--- src/rtl/fir_pkg.sv ---
// Constants shared by the FIR sequencer and its datapath: default sizes, FSM state
// encodings and the wrap-by-compare modular subtract used for delay-line addressing.
package fir_pkg;

    localparam int TAPS_DEF = 4;
    localparam int DW_DEF   = 8;

    localparam logic [2:0] S_FLUSH = 3'd0;
    localparam logic [2:0] S_IDLE  = 3'd1;
    localparam logic [2:0] S_MAC   = 3'd2;
    localparam logic [2:0] S_DRAIN = 3'd3;
    localparam logic [2:0] S_OUT   = 3'd4;

    // (ptr - k) mod taps without relying on power-of-two truncation.
    function automatic int mod_dec(input int ptr, input int k, input int taps);
        int r;
        if (ptr >= k) begin
            r = ptr - k;
        end else begin
            r = ptr + taps - k;
        end
        return r;
    endfunction

endpackage

--- src/rtl/fir_ptr_ring.sv ---
// Modular up-counter 0..TAPS-1 with synchronous clear; wraps by explicit compare so
// TAPS need not be a power of two.
module fir_ptr_ring #(
    parameter int  TAPS = 4,
    localparam int AW   = $clog2(TAPS)
) (
    input  logic          clk,
    input  logic          rst_n,
    input  logic          clr_i,
    input  logic          inc_i,
    output logic [AW-1:0] ptr_o
);

    logic [AW-1:0] ptr_q;
    logic [AW-1:0] ptr_d;

    // Next pointer: clear wins over increment.
    always_comb begin
        ptr_d = ptr_q;
        if (clr_i) begin
            ptr_d = {AW{1'b0}};
        end else if (inc_i) begin
            if (ptr_q == AW'(TAPS - 1)) begin
                ptr_d = {AW{1'b0}};
            end else begin
                ptr_d = ptr_q + AW'(1);
            end
        end else begin
            ptr_d = ptr_q;
        end
    end

    // Pointer register.
    always_ff @(posedge clk) begin
        if (!rst_n) begin
            ptr_q <= {AW{1'b0}};
        end else begin
            ptr_q <= ptr_d;
        end
    end

    assign ptr_o = ptr_q;

endmodule

--- src/rtl/fir_mac_sequencer.sv ---
// Control FSM for the time-multiplexed FIR: accepts samples, writes the circular delay
// line, walks the shared MAC across all taps and strobes the final result.
module fir_mac_sequencer
    import fir_pkg::*;
#(
    parameter int  TAPS = TAPS_DEF,
    parameter int  DW   = DW_DEF,
    localparam int AW   = $clog2(TAPS)
) (
    input  logic          clk,
    input  logic          rst_n,
    input  logic          x_valid,
    input  logic [DW-1:0] x,
    output logic          x_ready,
    input  logic          flush,
    output logic          mem_we,
    output logic [AW-1:0] mem_waddr,
    output logic [DW-1:0] mem_wdata,
    output logic [AW-1:0] mem_raddr,
    output logic [AW-1:0] coef_addr,
    output logic          acc_clr,
    output logic          acc_en,
    output logic          y_load,
    output logic          busy
);

    // state_q / cnt_s name the slot the output registers load at the next edge.
    logic [2:0]    state_q;
    logic [2:0]    state_d;
    logic [2:0]    eff_s;
    logic [AW-1:0] cnt_s;
    logic [AW-1:0] wptr_s;
    logic [AW-1:0] raddr_d;
    logic          cnt_wrap_s;
    logic          cnt_inc_s;
    logic          wptr_clr_s;
    logic          wptr_inc_s;
    logic          accept_s;

    logic          x_ready_q;
    logic          mem_we_q;
    logic [AW-1:0] waddr_q;
    logic [AW-1:0] raddr_q;
    logic [AW-1:0] coef_q;
    logic          issue_q;
    logic          acc_en_q;
    logic          y_load_q;
    logic          busy_q;

    fir_ptr_ring #(.TAPS(TAPS)) u_cnt (
        .clk   (clk),
        .rst_n (rst_n),
        .clr_i (1'b0),
        .inc_i (cnt_inc_s),
        .ptr_o (cnt_s)
    );

    fir_ptr_ring #(.TAPS(TAPS)) u_wptr (
        .clk   (clk),
        .rst_n (rst_n),
        .clr_i (wptr_clr_s),
        .inc_i (wptr_inc_s),
        .ptr_o (wptr_s)
    );

    // The sample is only known in the accept cycle, so the write and clear ride it directly.
    always_comb begin
        accept_s = rst_n & x_ready_q & x_valid & ~flush;
    end

    // Slot to issue next; IDLE leaves only while x_ready is visible.
    always_comb begin
        eff_s = state_q;
        if (state_q == S_IDLE) begin
            if (x_ready_q && flush) begin
                eff_s = S_FLUSH;
            end else if (accept_s) begin
                eff_s = S_MAC;
            end else begin
                eff_s = S_IDLE;
            end
        end else begin
            eff_s = state_q;
        end
    end

    // Successor slot and counter controls.
    always_comb begin
        cnt_wrap_s = (cnt_s == AW'(TAPS - 1));
        cnt_inc_s  = (eff_s == S_FLUSH) || (eff_s == S_MAC);
        wptr_clr_s = (eff_s == S_FLUSH);
        wptr_inc_s = (eff_s == S_OUT);
        raddr_d    = AW'(mod_dec(int'(wptr_s), int'(cnt_s), TAPS));
        case (eff_s)
            S_FLUSH: state_d = cnt_wrap_s ? S_IDLE : S_FLUSH;
            S_IDLE:  state_d = S_IDLE;
            S_MAC:   state_d = cnt_wrap_s ? S_DRAIN : S_MAC;
            S_DRAIN: state_d = S_OUT;
            S_OUT:   state_d = S_IDLE;
            default: state_d = S_FLUSH;
        endcase
    end

    // State and registered outputs; acc_en trails the address issue by one cycle.
    always_ff @(posedge clk) begin
        if (!rst_n) begin
            state_q   <= S_FLUSH;
            x_ready_q <= 1'b0;
            mem_we_q  <= 1'b0;
            waddr_q   <= {AW{1'b0}};
            raddr_q   <= {AW{1'b0}};
            coef_q    <= {AW{1'b0}};
            issue_q   <= 1'b0;
            acc_en_q  <= 1'b0;
            y_load_q  <= 1'b0;
            busy_q    <= 1'b0;
        end else begin
            state_q   <= state_d;
            x_ready_q <= (eff_s == S_IDLE);
            mem_we_q  <= (eff_s == S_FLUSH);
            waddr_q   <= (eff_s == S_FLUSH) ? cnt_s : {AW{1'b0}};
            raddr_q   <= (eff_s == S_MAC) ? raddr_d : {AW{1'b0}};
            coef_q    <= (eff_s == S_MAC) ? cnt_s : {AW{1'b0}};
            issue_q   <= (eff_s == S_MAC);
            acc_en_q  <= issue_q;
            y_load_q  <= (eff_s == S_OUT);
            busy_q    <= (eff_s != S_IDLE);
        end
    end

    assign x_ready   = x_ready_q;
    assign mem_we    = mem_we_q | accept_s;
    assign mem_waddr = accept_s ? wptr_s : waddr_q;
    assign mem_wdata = accept_s ? x : {DW{1'b0}};
    assign mem_raddr = raddr_q;
    assign coef_addr = coef_q;
    assign acc_clr   = accept_s;
    assign acc_en    = acc_en_q;
    assign y_load    = y_load_q;
    assign busy      = busy_q;

endmodule

--- config.mk ---
export PLATFORM = sky130hd
export DESIGN_NAME = fir_mac_sequencer
export DESIGN_NICKNAME = d
export VERILOG_FILES = /design/src/rtl/fir_pkg.sv /design/src/rtl/fir_ptr_ring.sv /design/src/rtl/fir_mac_sequencer.sv
export SDC_FILE = /design/constraint.sdc
export NUM_CORES = 1
export LEC_CHECK = 0
export CORE_ASPECT_RATIO = 0.8
export CORE_MARGIN = 5
export CORE_UTILIZATION = 25
export DETAILED_ROUTE_END_ITERATION = 16
export PLACE_DENSITY = 0.63
export SYNTH_ARGS = -nofsm -noshare
export SYNTH_HDL_FRONTEND = slang
export SYNTH_SLANG_ARGS = --single-unit
--- constraint.sdc ---
create_clock -name clk -period 1.35 [get_ports clk]
set_clock_uncertainty 0.15 [all_clocks]
set_input_delay 0.27 -clock clk [delete_from_list [all_inputs] [get_ports clk]]
set_output_delay 0.27 -clock clk [all_outputs]
set_load 0.1 [all_outputs]
==> key figures, run 1 <==
Power and ir drop
  • PD cells: roughly 1300 mW/mm^2
  • Proportion of power drawn by the clock network: between 10% and 20%
  • Int Pwr: 1.430 mW
  • Maximum vdd ir drop: 0.3682 mV
  • Portion of total power attributed to combinational logic: about half
  • Switching component of the power: 886.6 uW
  • Net switching fraction of the power: between 30% and 40%
  • Leak pwr: around 0.72 nW
  • Power, Total: approximately 2.3 mW
  • Power share of the sequential group: 31.9%

Setup path
  • Sort of element at the start of the critical path: register
  • Worst path max stage delay: 0.34 ns
  • Slowest cell on crit path: dfxtp_4
  • Req. time, crit path: 0.93 ns
  • Buffer and inverter count on the worst path: 1
  • Cell family contributing the most delay on the critical path: flip-flops
  • Cell chain of the critical path: and4b_2 -> mux2_4 -> buf_12
  • Kind of capture point of the worst setup path: output port
  • Arr. time, crit path: 1.39 ns
  • Crit Path Category: reg2out
  • Worst Path Max Fanout: 5

Floorplan
  • Initial core utilization: about a quarter
  • Die Y-Extent: 62.75 microns
  • Die width: 75.94 microns
  • Die footprint: 0.004765 sq mm
  • Std-Cell Core Area: 0.003400 sq mm
  • Cell Rows: 19
  • Number of top-level design ports: 32

Place
  • Port bufs: 31
  • Placed standard-cell area: approximately 0.0016 sq mm
  • Total half-perimeter wirelength after legalization and detailed placement: 1.802 mm
  • Routability cong.: 0.7764

Final layout
  • Register area: just under 400 sq um
  • Post-layout net count: 153
  • Diode insertion count for antenna repair: 0
  • Number of filler cells placed in the layout: around 300
  • Area taken by multi-input logic gates: 539.3 sq um
  • Final std cell area, no fill: between 0.0015 and 0.002 sq mm
  • Fraction of layout cells with a size suffix above 1: 53.28%
  • Final core utilization: 50.94%
  • Growth of design area from synthesis to finish: 99.14%

Yosys
  • Dominant synthesized flop cell: dfxtp_1
  • Async SR Flop Fraction: 0%
  • Sequential element share of the synthesized area: a little over two fifths
  • Cell types occupying the most area after synthesis: dfxtp_1 44%, and2_1 9.4%, mux2i_1 5.8%
  • Cell with the most instances after synthesis: dfxtp_1
  • Post-synthesis register bit count: 19
  • Gate Count Post-Synth: 84
  • Number of enable-type register cells in the synthesized netlist: 0
  • Most used standard cells in the synthesized netlist: 19 x dfxtp_1, 13 x and2_1, 5 x mux2i_1, 5 x nor2_1, 4 x nand2_1
  • Post-Syn Area: 869.6 sq um
  • Number of library cell types mapped by synthesis: 33
  • Net Count, Synth: 99
  • Yosys synthesis warning count: 0
  • Per-instance average area after synthesis: 10.35 sq um
  • Cell type contributing the most total cell area after synthesis: dfxtp_1
  • Top-area cell type share of the netlist area: approximately 44%

Clocking
  • CTS tree: done
  • Reg clk slew, reported paths: 0.07 ns
  • Clock tree root buffer cell: clkbuf_8
  • TritonCTS sink count: 19
  • Clock buffer depth: 2
  • Number of H-tree branching levels: 1
  • Number of buffers created by CTS: 3
  • Clock insertion delay at the later pin of the skew report: about 0.25 ns

STA
  • Final-report hold violation count: 0
  • Setup repair after global routing missed its margin: yes
  • Fin crit share: 134.0%
  • Hold slack: 0.2952 ns
  • Post-route setup slack: -0.4596 ns
  • Final slew viol count: 0
  • Post-route minimum period: around 1.8 ns
  • Headroom to the max-slew limit: between 70% and 80%
  • Peak Freq: 552.6 MHz
  • Transition time at the pin with the least slew margin: approximately 0.33 ns
  • Number of setup violations in the final report: 22

GRT
  • Vias in the first global route: between 800 and 900
  • Number of antenna violations at the first check in global routing: 0
  • Wire length of the first global-routing pass: 3.781 mm
  • Largest net degree at the start of global routing: 12
  • Aggregate global-route resource usage: 9.855%
  • Total grt overflow: 0

Outcome
  • Result of the run: finished with violations
  • Failing checks: setup timing

Route
  • Remaining antenna violation count: 0
  • Vias: 794
  • Routed wire length: 2.245 mm
  • Number of vias per cell after detailed routing: about 4.4
  • Length of the first detailed-routing pass in iterations: 2
  • Drt wl/cell: 12.54 microns
  • DRC violations left: 0
  • Number of design-rule violations left by the first detailed-router iteration: 1

Flow run
  • Maxcap violations: 0

Worst hold path
  • Classification of the worst-slack hold path: reg2reg
sequential cells by signal, indices dropped and copies added (netlist names), 2 cells and up:
| signal | flops |
|---|---|
| coef_addr | 2 |
| mem_raddr | 2 |
| state_q | 3 |
| u_cnt.ptr_o | 2 |
| u_wptr.ptr_o | 2 |
| waddr_q | 2 |
power by group through the flow:
stage	Sequential (mW)	Clock (mW)	Combinational, mW
after floorplan	0.845	0	0.585
after global placement	0.733	0	1.05
after detailed placement	0.737	0	1.07
after CTS	0.734	0.393	1.21
after global routing	0.748	0.419	1.26
final	0.738	0.383	1.20
kinds of logic (layout without fill, tap and decap cells):
kind of cell,after synthesis,in the layout,synth area share (%)
flops,19,19,43.74
simple gates,39,39,28.63
mux,7,7,8.345
buf+inv,5,58,2.733
fa+ha+maj,3,3,4.317
compound gates,9,9,10.22
xor+xnor,2,2,2.015
repair_timing:
item / CTS / global route
gates cloned: 1 / 0
resized for setup: 19 / 7
endpoints found under the setup margin: 28 / 27
endpoints found under the hold margin: 0 / 0
hold buffers: 0 / 0
pin swaps: 6 / 7
setup buffers: 6 / 1
worst paths after layout:
kind / slack, ns / start / cells after the start / end
setup / recovery: -0.46 / x_ready / 3 / mem_waddr[0]
hold / removal: 0.30 / issue_q / 1 / acc_en
setup reg to reg: -0.18 / x_ready / 7 / coef_addr[0]
hold reg to reg: 0.30 / issue_q / 1 / acc_en
cell usage in the layout (no fill, tap or decap), types with 2 or more instances in the layout:
| cell | n |
|---|---|
| buf_4 | 12 |
| ha_1 | 3 |
| nor2_1 | 5 |
| inv_1 | 3 |
| clkdlybuf4s50_1 | 8 |
| dfxtp_4 | 3 |
| and2_4 | 8 |
| dfxtp_1 | 15 |
| dlygate4sd2_1 | 3 |
| nand2_1 | 4 |
| nor2b_1 | 3 |
| mux2i_1 | 5 |
| buf_12 | 21 |
| buf_6 | 6 |
| nor3b_2 | 2 |
| and2_1 | 5 |
| mux2_4 | 2 |
| clkbuf_8 | 3 |
metrics by stage:
stage,setup slack [ns],cells,setup TNS [ns]
6_report,-0.4596,179,-6.337
5_1_grt,-0.5015,179,-7.362
4_1_cts,-0.4919,180,-7.350
3_5_place_dp,-0.6586,169,-13.97
3_3_place_gp,-0.6425,169,-13.45
2_1_floorplan,-0.5117,84,-5.859
area by class of cell:
cell class	count	area share, %
multi-input cells	60	31.14
well taps	42	3.035
inverters	3	0.6503
clock inverters	1	0.2890
repair buffers	51	39.81
clock buffers	3	2.384
flip-flops and latches	19	22.69
layer usage:
layer  vias to the layer above  wire length [microns]  global-route usage, %
met1                       381                    976                  10.80
met5                         -                      0                      0
met3                         2                    128                  3.890
met4                         0                     13                  2.667
met2                        21                   1127                  17.52
li1                        390                      -                      -
Note: power is estimated with default switching activity, not from simulation.
==> run 2, diff against run 1 <==
- GPL_ROUTABILITY_DRIVEN: default -> 0
==> results of run 2 <==
Final layout, timing and power as in run 1 (identical DEF).
==> run 3, diff against run 2 <==
- REMOVE_ABC_BUFFERS: default -> 1
==> run 3 against run 2 <==
  * Clock power is 3% higher
  * First-iteration DRC count grew to 9.0 times the previous value
  * Wire length is 1.7% lower
  * The run still ends with setup timing left
  * Fmax is 0.92% lower
  * Count of clock-buffer cells in the layout stayed put
  * Critical path type unchanged
  * Setup slack worse by 0.017 ns
  * Via count is 4.9% lower
  * Sequential power is 2% lower
==> key figures, run 3 (synthesized netlist as in run 1, its figures left out) <==
Final layout
  • Flip-flop count of the largest register, all copies and words added: 3
  • Post-layout net count: 153
  • Area taken by multi-input logic gates: 531.8 sq um
  • Commonest cells after routing, fill and taps aside: 20 x buf_12, 15 x dfxtp_1, 12 x buf_4
  • Reg with most FFs: state_q
  • Growth of design area from synthesis to finish: 97.41%
  • Number of filler cells placed in the layout: 301
  • Diode insertion count for antenna repair: 0
  • Final core utilization: 50.50%
  • Most common library cell in the layout ignoring fill and taps: buf_12
  • Fraction of layout cells with a size suffix above 1: between 50% and 60%
  • Non-Filler Instances: 179
  • Register area: 387.9 sq um

Power and ir drop
  • Maximum vdd ir drop: 0.5111 mV
  • Leak pwr: 0.7125 nW
  • PD cells: roughly 1400 mW/mm^2

Setup path
  • Kind of capture point of the worst setup path: output port
  • Sort of element at the start of the critical path: register
  • Arr. time, crit path: 1.41 ns
  • Slack of the worst reg-to-reg path: -0.23 ns
  • Worst Path Max Fanout: 5
  • Req. time, crit path: 0.93 ns
  • Buffer and inverter count on the worst path: 2
  • Cell family contributing the most delay on the critical path: simple AND/OR/NAND/NOR gates
  • Slowest cell on crit path: dfxtp_2
  • Crit Path Category: reg2out
  • Worst path max stage delay: approximately 0.32 ns
  • Cell chain of the critical path: and4b_2 -> buf_6 -> or2_4 -> buf_12

Floorplan
  • Number of top-level design ports: 32
  • Die width: 75.94 microns
  • Initial core utilization: about a quarter
  • Std-Cell Core Area: roughly 0.0034 sq mm
  • Die Y-Extent: 62.75 microns
  • Cell Rows: 19
  • Die footprint: roughly 0.0048 sq mm

STA
  • Final-report hold violation count: 0
  • Final slew viol count: 0
  • Setup repair after global routing missed its margin: yes
  • Fin crit share: 135.3%
  • Headroom to the max-slew limit: 76.32%
  • Number of setup violations in the final report: 23
  • Post-route minimum period: 1.826 ns
  • Peak Freq: 547.5 MHz
  • Post-route setup slack: -0.4765 ns
  • Transition time at the pin with the least slew margin: 0.3552 ns

GRT
  • Vias in the first global route: around 850
  • Wire length of the first global-routing pass: 4.036 mm
  • Aggregate global-route resource usage: 10.36%
  • Largest net degree at the start of global routing: 12
  • Total grt overflow: 0
  • Number of antenna violations at the first check in global routing: 0

Flow run
  • Maxcap violations: 0

Route
  • Vias: 755
  • DRC violations left: 0
  • Drt wl/cell: 12.33 microns
  • Number of design-rule violations left by the first detailed-router iteration: 9
  • Length of the first detailed-routing pass in iterations: 2
  • Routed wire length: ~2.2 mm
  • Remaining antenna violation count: 0
  • Number of vias per cell after detailed routing: 4.218

Outcome
  • Failing checks: setup timing
  • Result of the run: finished with violations

Clocking
  • CTS Hold Buffers Added: 0
  • Clock buffer depth: 2
  • Number of buffers created by CTS: 3
  • Number of H-tree branching levels: 1
  • CTS tree: done
  • Clock insertion delay at the later pin of the skew report: ~0.26 ns
  • TritonCTS sink count: 19
  • Clock tree root buffer cell: clkbuf_8
  • Reg clk slew, reported paths: 0.07 ns

Worst hold path
  • Classification of the worst-slack hold path: reg2reg

Place
  • Placed instance count: 170
  • Port bufs: 31
  • Total half-perimeter wirelength after legalization and detailed placement: roughly 1.8 mm
==> run 3: worst register-to-register path, stage by stage, from the launching register on <==
cell and delay (ns):
dfxtp_2 0.33, buf_4 0.10, buf_6 0.10, and2b_4 0.20, a2111oi_4 0.40, mux2i_1 0.23
==> run 3: area by class of cell <==
cell class | instances | area share [%]
multi-input cells | 60 | 30.98
clock buffers | 3 | 2.405
clock inverters | 1 | 0.2915
repair buffers | 51 | 40.01
inverters | 3 | 0.6560
well taps | 42 | 3.061
flip-flops and latches | 19 | 22.59
==> run 3: per-layer routing <==
metal | wire (microns) | track usage [%] | up-vias
met5 | 0 | 0 | -
met4 | 25 | 3.333 | 0
met3 | 162 | 4.611 | 2
met2 | 1000 | 16.77 | 26
met1 | 1018 | 12.16 | 337
li1 | - | - | 390
==> run 3: where the power goes <==
group / leakage [nW] / internal (mW) / switching (mW)
Combinational: 0.530 / 0.581 / 0.631
Clock: 0.0255 / 0.205 / 0.191
Sequential: 0.157 / 0.653 / 0.0683
==> run 3: metrics by stage <==
stage | setup slack [ns] | instance area [sq um] | setup TNS, ns | power [mW] | hold slack [ns]
CTS | -0.4895 | 1702 | -6.759 | 2.316 | 0.3022
global route | -0.5286 | 1717 | -8.200 | 2.464 | 0.3184
global placement | -0.6859 | 1533 | -15.34 | 1.810 | 0.2674
finish | -0.4765 | 1717 | -6.872 | 2.329 | 0.2997
floorplan | -2.068 | 857.1 | -36.11 | 1.415 | 0.2417
detailed placement | -0.7077 | 1533 | -15.98 | 1.837 | 0.2857
==> run 3: final timing paths <==
| kind | from | end | cells after the start |
|---|---|---|---|
| setup / recovery | x_ready | mem_we | 4 |
| hold reg to reg | issue_q | acc_en | 1 |
| setup reg to reg | x_ready | u_cnt.ptr_o[0] | 5 |
| hold / removal | issue_q | acc_en | 1 |
==> run 3: what timing repair did <==
action / 4_1_cts / 5_1_grt
pin swaps: 8 / 4
setup endpoints to repair: 28 / 26
endpoints found under the hold margin: 0 / 0
resized for setup: 33 / 7
setup buffers: 4 / 3
gates cloned: 1 / 0
